<file path="src/rtl/m68k_bus_pkg.sv">
// Shared types and constants for the 68000-style bus initiator.
package m68k_bus_pkg;

  localparam int ADDR_W_DEF = 20;

  // Fixed E-clock emulation delay applied after a VPA termination.
  localparam int VPA_DELAY = 10;

  typedef enum logic [2:0] {
    IDLE,
    ADDR,
    STRB,
    WAIT,
    REL
  } bus_state_e;

endpackage

</file>
<file path="src/rtl/m68k_bus_initiator_if.sv">
// Board bus seen from the initiator (master) and from the glue/responder (slave).
interface m68k_bus_initiator_if #(
  parameter int ADDR_W = 20
);
  logic [ADDR_W-1:0] addr;
  logic              rw;
  logic              _as;
  logic              _ds;
  logic [7:0]        da_out;
  logic              da_oe;
  logic [7:0]        da_in;
  logic              _dtack;
  logic              _vpa;

  modport master (
    output addr, rw, _as, _ds, da_out, da_oe,
    input  da_in, _dtack, _vpa
  );

  modport slave (
    input  addr, rw, _as, _ds, da_out, da_oe,
    output da_in, _dtack, _vpa
  );
endinterface

</file>
<file path="src/rtl/m68k_bus_initiator_bus_sync.sv">
// N-stage synchronizer for active-low bus terminations. Resets to 1 and can
// be flushed to 1 so a stale acknowledge never leaks into the next cycle.
module bus_sync #(
  parameter int STAGES = 2
) (
  input  logic clk,
  input  logic _reset,
  input  logic flush,
  input  logic d,
  output logic q
);
  logic [STAGES-1:0] ff;

  // Shift chain; a flush re-arms it to the negated level.
  always_ff @(posedge clk or negedge _reset) begin
    if (!_reset) begin
      ff <= '1;
    end else if (flush) begin
      ff <= '1;
    end else begin
      ff[0] <= d;
      for (int i = 1; i < STAGES; i++) ff[i] <= ff[i-1];
    end
  end

  assign q = ff[STAGES-1];
endmodule

</file>
<file path="src/rtl/m68k_bus_initiator.sv">
// 68000-style asynchronous bus initiator: takes one command from the local
// valid/ready port, runs one strobed bus cycle, returns a one-cycle response.
// Optional VPA (E-clock emulated) termination: define M68K_BUS_INITIATOR_VPA_EN.
module m68k_bus_initiator
  import m68k_bus_pkg::*;
#(
  parameter int ADDR_W      = ADDR_W_DEF,
  parameter int TIMEOUT     = 255,
  parameter int SYNC_STAGES = 2
) (
  input  logic              clk,
  input  logic              _reset,
  input  logic              cmd_valid,
  output logic              cmd_ready,
  input  logic              cmd_rw,
  input  logic [ADDR_W-1:0] cmd_addr,
  input  logic [7:0]        cmd_wdata,
  output logic              rsp_valid,
  output logic [7:0]        rsp_rdata,
  output logic              rsp_err,
  m68k_bus_initiator_if.master bus
);
  localparam int              CNT_W    = $clog2(TIMEOUT + 1);
  localparam logic [CNT_W-1:0] CNT_LAST = CNT_W'(TIMEOUT - 1);
  localparam logic [CNT_W-1:0] CNT_MAX  = CNT_W'(TIMEOUT);

  bus_state_e        state_q, state_d;
  logic              ready_q, rw_q, err_q;
  logic [ADDR_W-1:0] addr_q;
  logic [7:0]        wdata_q, rdata_q;
  logic [CNT_W-1:0]  cnt_q;
  logic              dtack_s, vpa_hold, vpa_done;
  logic              term, tmo, as_n, ds_n, oe;
  logic              sync_flush;

  // Terminations only count while waiting; elsewhere the chains sit at 1,
  // which also gives every cycle the full synchronizer latency.
  assign sync_flush = (state_q != WAIT);

  bus_sync #(.STAGES(SYNC_STAGES)) u_dtack_sync (
    .clk(clk), ._reset(_reset), .flush(sync_flush), .d(bus._dtack), .q(dtack_s)
  );

`ifdef M68K_BUS_INITIATOR_VPA_EN
  localparam int VPA_CNT_W = $clog2(VPA_DELAY);
  logic                 vpa_s, vpa_act_q;
  logic [VPA_CNT_W-1:0] vpa_cnt_q;

  bus_sync #(.STAGES(SYNC_STAGES)) u_vpa_sync (
    .clk(clk), ._reset(_reset), .flush(sync_flush), .d(bus._vpa), .q(vpa_s)
  );

  // E-clock delay: armed by synchronized VPA, runs to completion inside WAIT.
  always_ff @(posedge clk or negedge _reset) begin
    if (!_reset) begin
      vpa_act_q <= 1'b0;
      vpa_cnt_q <= '0;
    end else if (state_q != WAIT) begin
      vpa_act_q <= 1'b0;
      vpa_cnt_q <= '0;
    end else if (vpa_act_q) begin
      vpa_cnt_q <= vpa_cnt_q + 1'b1;
    end else if (!vpa_s) begin
      vpa_act_q <= 1'b1;
    end
  end

  assign vpa_hold = vpa_act_q | ~vpa_s;
  assign vpa_done = vpa_act_q & (vpa_cnt_q == VPA_CNT_W'(VPA_DELAY - 1));
`else
  assign vpa_hold = 1'b0;
  assign vpa_done = 1'b0;
`endif

  // State register; reset returns to IDLE, which negates strobes at once.
  always_ff @(posedge clk or negedge _reset) begin
    if (!_reset) state_q <= IDLE;
    else         state_q <= state_d;
  end

  // Next state and strobe/handshake decode; DTACK beats VPA and timeout.
  always_comb begin
    state_d   = state_q;
    cmd_ready = 1'b0;
    rsp_valid = 1'b0;
    rsp_err   = 1'b0;
    as_n      = 1'b1;
    ds_n      = 1'b1;
    oe        = 1'b0;
    term      = 1'b0;
    tmo       = 1'b0;
    case (state_q)
      IDLE: begin
        cmd_ready = ready_q;
        if (cmd_valid && ready_q) state_d = ADDR;
      end
      ADDR: begin
        oe      = ~rw_q;
        state_d = STRB;
      end
      STRB: begin
        as_n    = 1'b0;
        ds_n    = ~rw_q;
        oe      = ~rw_q;
        state_d = WAIT;
      end
      WAIT: begin
        as_n = 1'b0;
        ds_n = 1'b0;
        oe   = ~rw_q;
        term = ~dtack_s | vpa_done;
        tmo  = ~term & ~vpa_hold & (cnt_q == CNT_LAST);
        if (term || tmo) state_d = REL;
      end
      REL: begin
        rsp_valid = 1'b1;
        rsp_err   = err_q;
        state_d   = IDLE;
      end
      default: state_d = IDLE;
    endcase
  end

  // Command capture, wait counter, read data and error latch.
  always_ff @(posedge clk or negedge _reset) begin
    if (!_reset) begin
      ready_q <= 1'b0;
      rw_q    <= 1'b1;
      addr_q  <= '0;
      wdata_q <= '0;
      rdata_q <= '0;
      err_q   <= 1'b0;
      cnt_q   <= '0;
    end else begin
      ready_q <= 1'b1;
      if (state_q == IDLE && cmd_valid && ready_q) begin
        rw_q    <= cmd_rw;
        addr_q  <= cmd_addr;
        wdata_q <= cmd_wdata;
      end
      if (state_q != WAIT) cnt_q <= '0;
      else if (!vpa_hold && cnt_q != CNT_MAX) cnt_q <= cnt_q + 1'b1;
      if (term) begin
        err_q <= 1'b0;
        if (rw_q) rdata_q <= bus.da_in;
      end else if (tmo) begin
        err_q <= 1'b1;
      end
    end
  end

  assign bus.addr   = addr_q;
  assign bus.rw     = rw_q;
  assign bus._as    = as_n;
  assign bus._ds    = ds_n;
  assign bus.da_out = wdata_q;
  assign bus.da_oe  = oe;
  assign rsp_rdata  = rdata_q;
endmodule

</file>
<file path="src/flat_wrapper.sv">
// flat-port wrapper written by rule: the top's interface ports become plain ports
module m68k_bus_initiator_flat import m68k_bus_pkg::*;
#(
  parameter int ADDR_W      = ADDR_W_DEF,
  parameter int TIMEOUT     = 255,
  parameter int SYNC_STAGES = 2
)
  (clk, _reset, cmd_valid, cmd_ready, cmd_rw, cmd_addr, cmd_wdata, rsp_valid, rsp_rdata, rsp_err, bus_addr, bus_rw, bus__as, bus__ds, bus_da_out, bus_da_oe, bus_da_in, bus__dtack, bus__vpa);
  m68k_bus_initiator_if #(.ADDR_W(ADDR_W)) bus_i ();
  input  logic clk;
  input  logic _reset;
  input  logic cmd_valid;
  output logic cmd_ready;
  input  logic cmd_rw;
  input  logic [ADDR_W-1:0] cmd_addr;
  input  logic [7:0] cmd_wdata;
  output logic rsp_valid;
  output logic [7:0] rsp_rdata;
  output logic rsp_err;
  output wire logic [$bits(bus_i.addr)-1:0] bus_addr;
  output wire logic [$bits(bus_i.rw)-1:0] bus_rw;
  output wire logic [$bits(bus_i._as)-1:0] bus__as;
  output wire logic [$bits(bus_i._ds)-1:0] bus__ds;
  output wire logic [$bits(bus_i.da_out)-1:0] bus_da_out;
  output wire logic [$bits(bus_i.da_oe)-1:0] bus_da_oe;
  input wire logic [$bits(bus_i.da_in)-1:0] bus_da_in;
  input wire logic [$bits(bus_i._dtack)-1:0] bus__dtack;
  input wire logic [$bits(bus_i._vpa)-1:0] bus__vpa;
  assign bus_addr = bus_i.addr;
  assign bus_rw = bus_i.rw;
  assign bus__as = bus_i._as;
  assign bus__ds = bus_i._ds;
  assign bus_da_out = bus_i.da_out;
  assign bus_da_oe = bus_i.da_oe;
  assign bus_i.da_in = bus_da_in;
  assign bus_i._dtack = bus__dtack;
  assign bus_i._vpa = bus__vpa;
  m68k_bus_initiator #(.ADDR_W(ADDR_W), .TIMEOUT(TIMEOUT), .SYNC_STAGES(SYNC_STAGES)) u_core (.clk(clk), ._reset(_reset), .cmd_valid(cmd_valid), .cmd_ready(cmd_ready), .cmd_rw(cmd_rw), .cmd_addr(cmd_addr), .cmd_wdata(cmd_wdata), .rsp_valid(rsp_valid), .rsp_rdata(rsp_rdata), .rsp_err(rsp_err), .bus(bus_i));
endmodule
</file>
<file path="config.mk">
export PLATFORM = sky130hd
export DESIGN_NAME = m68k_bus_initiator_flat
export DESIGN_NICKNAME = d
export VERILOG_FILES = /design/src/rtl/m68k_bus_pkg.sv /design/src/rtl/m68k_bus_initiator_if.sv /design/src/rtl/m68k_bus_initiator_bus_sync.sv /design/src/rtl/m68k_bus_initiator.sv /design/src/flat_wrapper.sv
export SDC_FILE = /design/constraint.sdc
export NUM_CORES = 1
export LEC_CHECK = 0
export CAP_MARGIN = 20
export CORE_MARGIN = 5
export CORE_UTILIZATION = 48
export CTS_BUF_LIST = sky130_fd_sc_hd__clkbuf_8
export DETAILED_ROUTE_END_ITERATION = 16
export PLACE_DENSITY = 0.85
export SLEW_MARGIN = 20
export SYNTH_ARGS = -nofsm -noshare
export SYNTH_HDL_FRONTEND = slang
export SYNTH_SLANG_ARGS = --single-unit
</file>
<file path="constraint.sdc">
create_clock -name clk -period 4.3 [get_ports clk]
set_input_delay 0.86 -clock clk [delete_from_list [all_inputs] [get_ports clk]]
set_output_delay 0.86 -clock clk [all_outputs]
set_load 0.01 [all_outputs]
</file>
Word-level counts from Yosys, hierarchy flattened
Cells that the tools add are included.
{"block": "word_totals", "register_bits": 52, "input_bits": 42, "out_inout_bits": 43, "elab_cells": 49}
{"block": "op_classes", "addsub": 1, "eq_ne": 9, "n_mux": 16, "bitwise": 3, "n_reduce_logical": 11}
{"op": "$mux W8", "n": 2}
{"op": "$pmux W3 S4", "n": 1}
{"op": "$mux W1", "n": 9}
{"op": "$add A8 B1 Y8 const B", "n": 1}
{"op": "$eq A8 B8 Y1 const B", "n": 1}
{"op": "$ne A8 B8 Y1 const B", "n": 1}
{"op": "$eq A3 B2 Y1 const B", "n": 2}
{"op": "$mux W3", "n": 2}
{"op": "$ne A2 B1 Y1 const B", "n": 2}
{"op": "$reduce_and A2 Y1", "n": 2}
{"op": "$reduce_bool A2 Y1", "n": 2}
{"op": "$eq A3 B1 Y1 const B", "n": 1}
{"op": "$eq A3 B3 Y1 const B", "n": 1}
{"op": "$logic_and A1 B1 Y1", "n": 3}
{"op": "$logic_not A3 Y1", "n": 1}
{"op": "$ne A3 B2 Y1 const B", "n": 1}
{"op": "$reduce_or A3 Y1", "n": 1}
{"op": "$mux W2", "n": 1}
{"op": "$not A1 Y1", "n": 2}
{"op": "$pmux W1 S2", "n": 1}
{"op": "$reduce_or A2 Y1", "n": 1}
{"op": "$and A1 B1 Y1", "n": 1}
{"op": "$logic_or A1 B1 Y1", "n": 1}

Depth between registers and ports, before layout
Gate-level depths: netlist of run 1.
{"block": "logic_depth", "word_depth": 5, "mapped_depth": 6, "ltp_nobuf": 5}

By module
From an unflattened synthesis of run 1, not the netlist that was laid out.
{"block": "unflattened", "cells_unflattened": 156, "hier_area_um2": 2150.8}
{"module": "m68k_bus_initiator", "n_inst": 1, "cells_each": 152, "area_each_um2": 2085.8, "seq_area_each_um2": 1252.5}
{"module": "bus_sync", "n_inst": 1, "cells_each": 4, "area_each_um2": 65.1, "seq_area_each_um2": 52.6}

Least setup slack after synthesis of run 1
Ideal clock, no wire load.
{"block": "synth_path", "kind": "register -> output", "startpoint": "reg u_core.state_q[1]", "endpoint": "out bus_da_oe", "arrival_ps": 946, "required_time_ps": 3440, "setup_slack_ps": 2494, "path_stages_with_launch": 4, "path_buffers": 0, "cell_sequence": "dfrtp_1 -> nor2_1 -> or2_2 -> nor2_1"}
{"block": "synth_between", "elab_chain_len": 3, "elab_cells_between_ends": 5, "cone_classes": "eq/ne: 3; mux: 1; reduce/logical: 1"}
{"item": "start: declaration", "line_no": "m68k_bus_initiator.sv:27", "text": "bus_state_e state_q, state_d;"}
{"item": "start signal: assignment", "line_no": "m68k_bus_initiator.sv:78", "text": "else state_q <= state_d;"}
{"item": "$eq A3 B1 Y1 / $eq A3 B2 Y1 (equally long branches)", "line_no": "m68k_bus_initiator.sv:92", "text": "case (state_q)"}
{"item": "$reduce_or A3 Y1 (no line) *"}
{"item": "$mux W1 *"}
{"item": "end: declaration", "line_no": "flat_wrapper.sv:25", "text": "output wire logic [$bits(bus_i.da_oe)-1:0] bus_da_oe;"}
Every way passes the cells marked *; elsewhere a longest branch is shown, timed or not.

Final worst setup path of run 1
{"block": "layout_path", "startpoint": "reg u_core.state_q[0]", "endpoint": "out bus_da_oe"}
The elaborated chain is that of the path after synthesis.

==> results of run 1 <==
## power groups by stage
stage          Clock, W  Combinational, W  Sequential [W]
3_5_place_dp          0          0.000850        0.000826
5_1_grt        0.000387          0.000895        0.000846
2_1_floorplan         0          0.000313        0.000891
6_report       0.000357          0.000838        0.000818
3_3_place_gp          0          0.000829        0.000824
4_1_cts        0.000366          0.000854        0.000820
## cell type report
class	instances	share of cell area, %
Sequential cell	52	41.08
Timing Repair Buffer	85	26.47
Multi-Input combinational cell	93	25.84
Clock buffer	7	3.033
Tap cell	52	2.048
Clock inverter	1	0.9453
Inverter	5	0.5908
## metal layers
metal,vias up,track usage [%],routed length [um]
li1,726,-,-
met3,5,5.556,331
met5,-,0,0
met4,0,4.983,42
met1,731,19.21,1978
met2,52,24.75,2172
## worst max-delay path by stage
stage / to / slack [ps] / cells after the start
global placement: u_core.bus.addr[4] / 1680 / 4
global route: bus_da_oe / 1470 / 4
detailed placement: u_core.bus.addr[2] / 1650 / 4
floorplan: bus_da_oe / 2490 / 3
CTS: bus_da_oe / 1590 / 4
finish: bus_da_oe / 1590 / 4
## kinds of logic after synthesis
group	after synthesis	synth area share, %
other	1	0.1712
multiplexers	37	20.73
AO/OA/AOI/OAI	16	4.626
flip-flops	52	59.57
AND/OR/NAND/NOR	37	10.79
adder cells (fa/ha/maj)	2	1.142
buffers and inverters	11	2.970
## Yosys cell counts
library cell   n
dfrtp_1       49
mux2_2        27
mux2_4        10
nor3_1         8
inv_1          5
a211oi_1       4
a31oi_1        4
nand2_1        4
nand3_1        4
a21oi_1        3
buf_6          3
dfstp_2        3
nor2_1         3
o21ai_0        3
or2_2          3
and3_1         2
clkbuf_1       2
ha_1           2
nand4_1        2
nor2b_1        2
nor4_1         2
and2_1         1
and4_1         1
buf_2          1
conb_1         1
nand3b_1       1
nor3b_1        1
nor3b_4        1
nor4b_1        1
nor4b_4        1
o21bai_1       1
o22a_1         1
## registers in the layout, summed over array words and instances, names as in the netlist
register,flops
u_core.bus.da_out,8
u_core.state_q,3
u_core.err_q,1
u_core.ready_q,1
u_core.bus.addr,20
u_core.u_dtack_sync.ff,2
u_core.cnt_q,8
u_core.bus.rw,1
u_core.rsp_rdata,8
## cells in the final DEF (no fill, tap or decap), drive strengths merged, types with 2 or more instances in the layout
cell type	n
a21oi	3
nor4	2
or2	3
dfrtp	49
a211oi	4
dfstp	3
mux2	37
nor3	8
nor3b	2
o21ai	3
nand3	4
nand2	4
nor4b	2
and3	2
a31oi	4
inv	5
nor2	3
nand4	2
nor2b	2
buf	3
ha	2
clkdlybuf4s50	82
clkbuf	7
## stage by stage
step	std cells	hold slack [ps]	utilization, %	power, W
after floorplan	156	452.2	-	0.001204
after global placement	287	466.7	69.58	0.001653
after detailed placement	287	472.6	69.58	0.001676
after CTS	295	491.6	72.46	0.002041
after global routing	295	508.3	72.46	0.002128
final	295	490.1	72.46	0.002013
## critical path, stage by stage, from the launching register on
cell             delay [ps]
dfrtp_1                 530
nor2_1                  100
or2_2                   300
nor2_1                   90
clkdlybuf4s50_1         530
==> impl_metrics.toml, run 1 <==
[timing]
fin_crit_ps = 2706
fin_ws_ps = 1594
finalSetupViolCount = 0
hold_violations = 0
maxSlewHeadroom_pct = 56.45
period_share_pct = 62.94
final-max-slew-violation-count = 0
finClkSkew_ps = 10.66
max_freq_mhz = 369.5
max_slew.worst_pin.slew_ps = 653.3
rsz0062_at_grt = "no"
setup_tns_ps = 0

[pwr]
p_comb_share_pct = 41.6
netSwitchingPower_w = 0.0005777
clkPwrFrac_pct = 17.7
ir_drop_v = 0.0003950
power_leakage_nw = 1.384
switching_share_pct = 28.69
internal_power_w = 0.001436
p_per_area_nw_per_um2 = 633.7
power_frac_seq_pct = 40.6

[run]
maxCapViolations = 0

[route]
drtPass1Iterations = 4
post-route-drc-count = 0
vias = 1514
antenna_left = 0
vias_per_cell = 5.132
routed_wl_um = 4524
first_iter_violations = 53
routedWlPerCell_um = 15.34

[synth]
syn_area_per_cell_um2 = 14.04
ys_top_cells_by_area = "dfrtp_1 56%, mux2_2 14%, mux2_4 6.9%"
syn-instance-count = 156
yosysUniqueCellTypes = 32
synth-seq-cells = 52
yosysWarningCount = 0
synth-seq-area-share_pct = 59.57
netlist_area_um2 = 2191
synth_top_area_cell = "dfrtp_1"
synth_top_area_share_pct = 55.97
syn_nets = 200

[setup_path]
cp_max_fo = 8
r2r_cells = 3
worstPathArrival_ps = 1850
r2r-end = "u_core.rsp_rdata[0]"
crit_type = "register to output pin"
cp-end-kind = "output pin"
cp-startpoint = "u_core.state_q[0]"
worst_r2r_startpoint = "u_core.state_q[0]"
crit_path_start_kind = "register"
cp.required_ps = 3440
rrSetupSlack_ps = 2250

[hold_path]
min-delay-start = "u_core.err_q"
hold_path_end = "u_core.err_q"
holdPathStages = 1
worstHoldPathType = "register to register"

[clock_network]
cts_tree = "yes"
insertion_delay_ps = 300
clk_path_buf_depth = 2
cts_hold_buf = 0
cts_setup_buffers = 0
h-tree-depth = 2
clkTransAtPathRegs_ps = 90
cts_resized = 0
numCtsBuffers = 5
clock-sinks = 52
root_buffer = "clkbuf_8"

[floorplan]
die_w_um = 77.56
rows = 24
die_h_um = 77.56
start_util_pct = 49.97
ios = 85
core_um2 = 4384
die_area_um2 = 6016

[global_routing]
grt_max_degree = 53
grt_usage_pct = 15.33
antenna_found_initial = 0
grt_pass1_wl_um = 7369
grt_pass1_vias = 1520
grt-ovfl-total = 0

[final_layout]
multi_input_area_um2 = 820.8
final_cell_area_um2 = 3177
layout-drive-gt1-share_pct = 23.05
fill_cells = 328
regArea_um2 = 1305
diodes = 0
area_growth_pct = 45.00
nNetsFinal = 286

[placed_design]
dp_hpwl_um = 3361
routabilityCongestion = 0.8288
port_buffers = 83
post-place-ws_ps = 1650
dpl-instance-area_um2 = 3050

[run_status]
run_status = "completed"
Power figures use the tool's default switching activity.
==> inputs of run 2 (changes only) <==
Settings changed: CORE_UTILIZATION 48 to 45, PLACE_DENSITY 0.85 to 0.8.
Clock period 4.3 ns to 2.7 ns, I/O delays scaled along.
==> impl_metrics.toml, run 2 (synthesized netlist as in run 1, its figures left out) <==
[run_status]
run_status = "completed"

[floorplan]
core_um2 = 4723
ios = 85
rows = 25
die_w_um = 79.78
start_util_pct = 46.38
die_area_um2 = 6364
die_h_um = 79.78

[final_layout]
nNetsFinal = 287
fill_cells = 359
instances_no_fill = 311
fin_util_pct = 67.13
layout-drive-gt1-share_pct = 22.95
diodes = 0
largest_reg_flops = 20
final_common_cell = "clkdlybuf4s50_1"
area_growth_pct = 44.72
final_cell_mix = "82 x clkdlybuf4s50_1, 49 x dfrtp_1, 27 x mux2_2, 10 x mux2_4, 8 x nor3_1"

[placed_design]
post-place-ws_ps = 652.0
routabilityCongestion = 0.7639
dp_cells = 303
port_buffers = 83
dp_hpwl_um = 3294

[timing]
final-max-slew-violation-count = 0
max_freq_mhz = 424.5
finClkSkew_ps = 9.079
hold_violations = 0
fin_ws_ps = 344.6
period_share_pct = 87.24
fin_crit_ps = 2355
timing.hold.ws_ps = 132.9
setup_tns_ps = 0
finalSetupViolCount = 0
rsz0062_at_grt = "no"

[setup_path]
crit_family = "buffers and inverters"
cp_cell_sequence = "nor2_1 -> or2_2 -> nor2_1 -> clkdlybuf4s50_1"
critical_path_buf_inv_count = 1
crit_path_start_kind = "register"
r2r-end = "u_core.rsp_rdata[2]"
cp_num_cells = 4
cp.required_ps = 2160
cp_common_cell = "nor2_1"
cp_max_fo = 8
worst_r2r_startpoint = "u_core.state_q[2]"
rrSetupSlack_ps = 950
max_stage_delay_ps = 530
r2r_cells = 4
worstPathArrival_ps = 1820
cp-end-kind = "output pin"
crit_slowest_cell = "clkdlybuf4s50_1"
crit_type = "register to output pin"

[global_routing]
grt.met3_usage_pct = 5.869
grt_pass1_vias = 1536
grt-ovfl-total = 0
grt_max_degree = 37
grt_pass1_wl_um = 7279
gr-usage-met2_pct = 24.29
antenna_found_initial = 0
grt_usage_pct = 14.74
busiest_layer = "met2"
use_met1_pct = 17.95

[clock_network]
h-tree-depth = 2
root_buffer = "clkbuf_8"
cts_tree = "yes"
clk_path_buf_depth = 2
numCtsBuffers = 5
cts_setup_buffers = 0
clock-sinks = 52
cts_resized = 0
clkTransAtPathRegs_ps = 90
insertion_delay_ps = 300
cts_hold_buf = 0

[pwr]
ir_drop_v = 0.0004685
power_leakage_nw = 1.373
p_per_area_nw_per_um2 = 976.8

[route]
routed_wl_um = 4369
post-route-drc-count = 0
antenna_left = 0
vias = 1524
routedWlPerCell_um = 14.05
vias_per_cell = 4.900
drtPass1Iterations = 4
first_iter_violations = 42

[hold_path]
worstHoldPathType = "input pin to asynchronous set/reset pin"

[run]
maxCapViolations = 0
==> run 2: worst reg2reg max path, stage by stage, from the launching register on <==
cell and delay (ps):
dfrtp_1 470, nand3b_1 190, buf_4 200, nor3b_4 400
mux2_2 390
==> run 2: worst max path at each step <==
stage	slack (ps)	end	from
after detailed placement	650	bus_da_oe	u_core.state_q[0]
final	340	bus_da_oe	u_core.state_q[0]
after global routing	200	bus_da_oe	u_core.state_q[0]
after global placement	670	bus_da_oe	u_core.state_q[0]
after floorplan	1070	u_core.bus.addr[0]	u_core.state_q[0]
after CTS	310	bus_da_oe	u_core.state_q[0]
==> run 2: per-layer routing <==
layer,part of all wire (%),vias to the layer above
li1,-,732
met1,42,733
met2,48,52
met3,8.5,7
met4,1.3,0
met5,0,-
==> run 2: where the power goes <==
part	total, W	switching (W)	leakage [nW]	internal, W
Combinational	0.00134	0.000475	0.681	0.000868
Clock	0.000448	0.000243	0.0486	0.000205
Sequential	0.00131	0.000203	0.644	0.00110
==> run 2: area by class of cell <==
class | count | area (um^2) | area share, %
timing repair buffer | 86 | 848.3 | 26.76
tap | 67 | 83.83 | 2.644
inverter | 5 | 18.77 | 0.5919
clock inverter | 2 | 11.26 | 0.3552
multi-input combinational | 93 | 820.8 | 25.89
sequential | 52 | 1305 | 41.16
clock buffer | 6 | 82.58 | 2.605
==> run 2: metrics by stage <==
stage	cell area [um^2]	total power [W]
3_3_place_gp	3077	0.002648
4_1_cts	3171	0.003146
5_1_grt	3171	0.003302
2_1_floorplan	2191	0.001918
6_report	3171	0.003097
3_5_place_dp	3077	0.002685
==> inputs of run 3 (changes only) <==
Settings changed: GPL_ROUTABILITY_DRIVEN set to 0.
==> results of run 3 <==
Same layout as run 2: the final DEF is identical, and so are final timing and power.
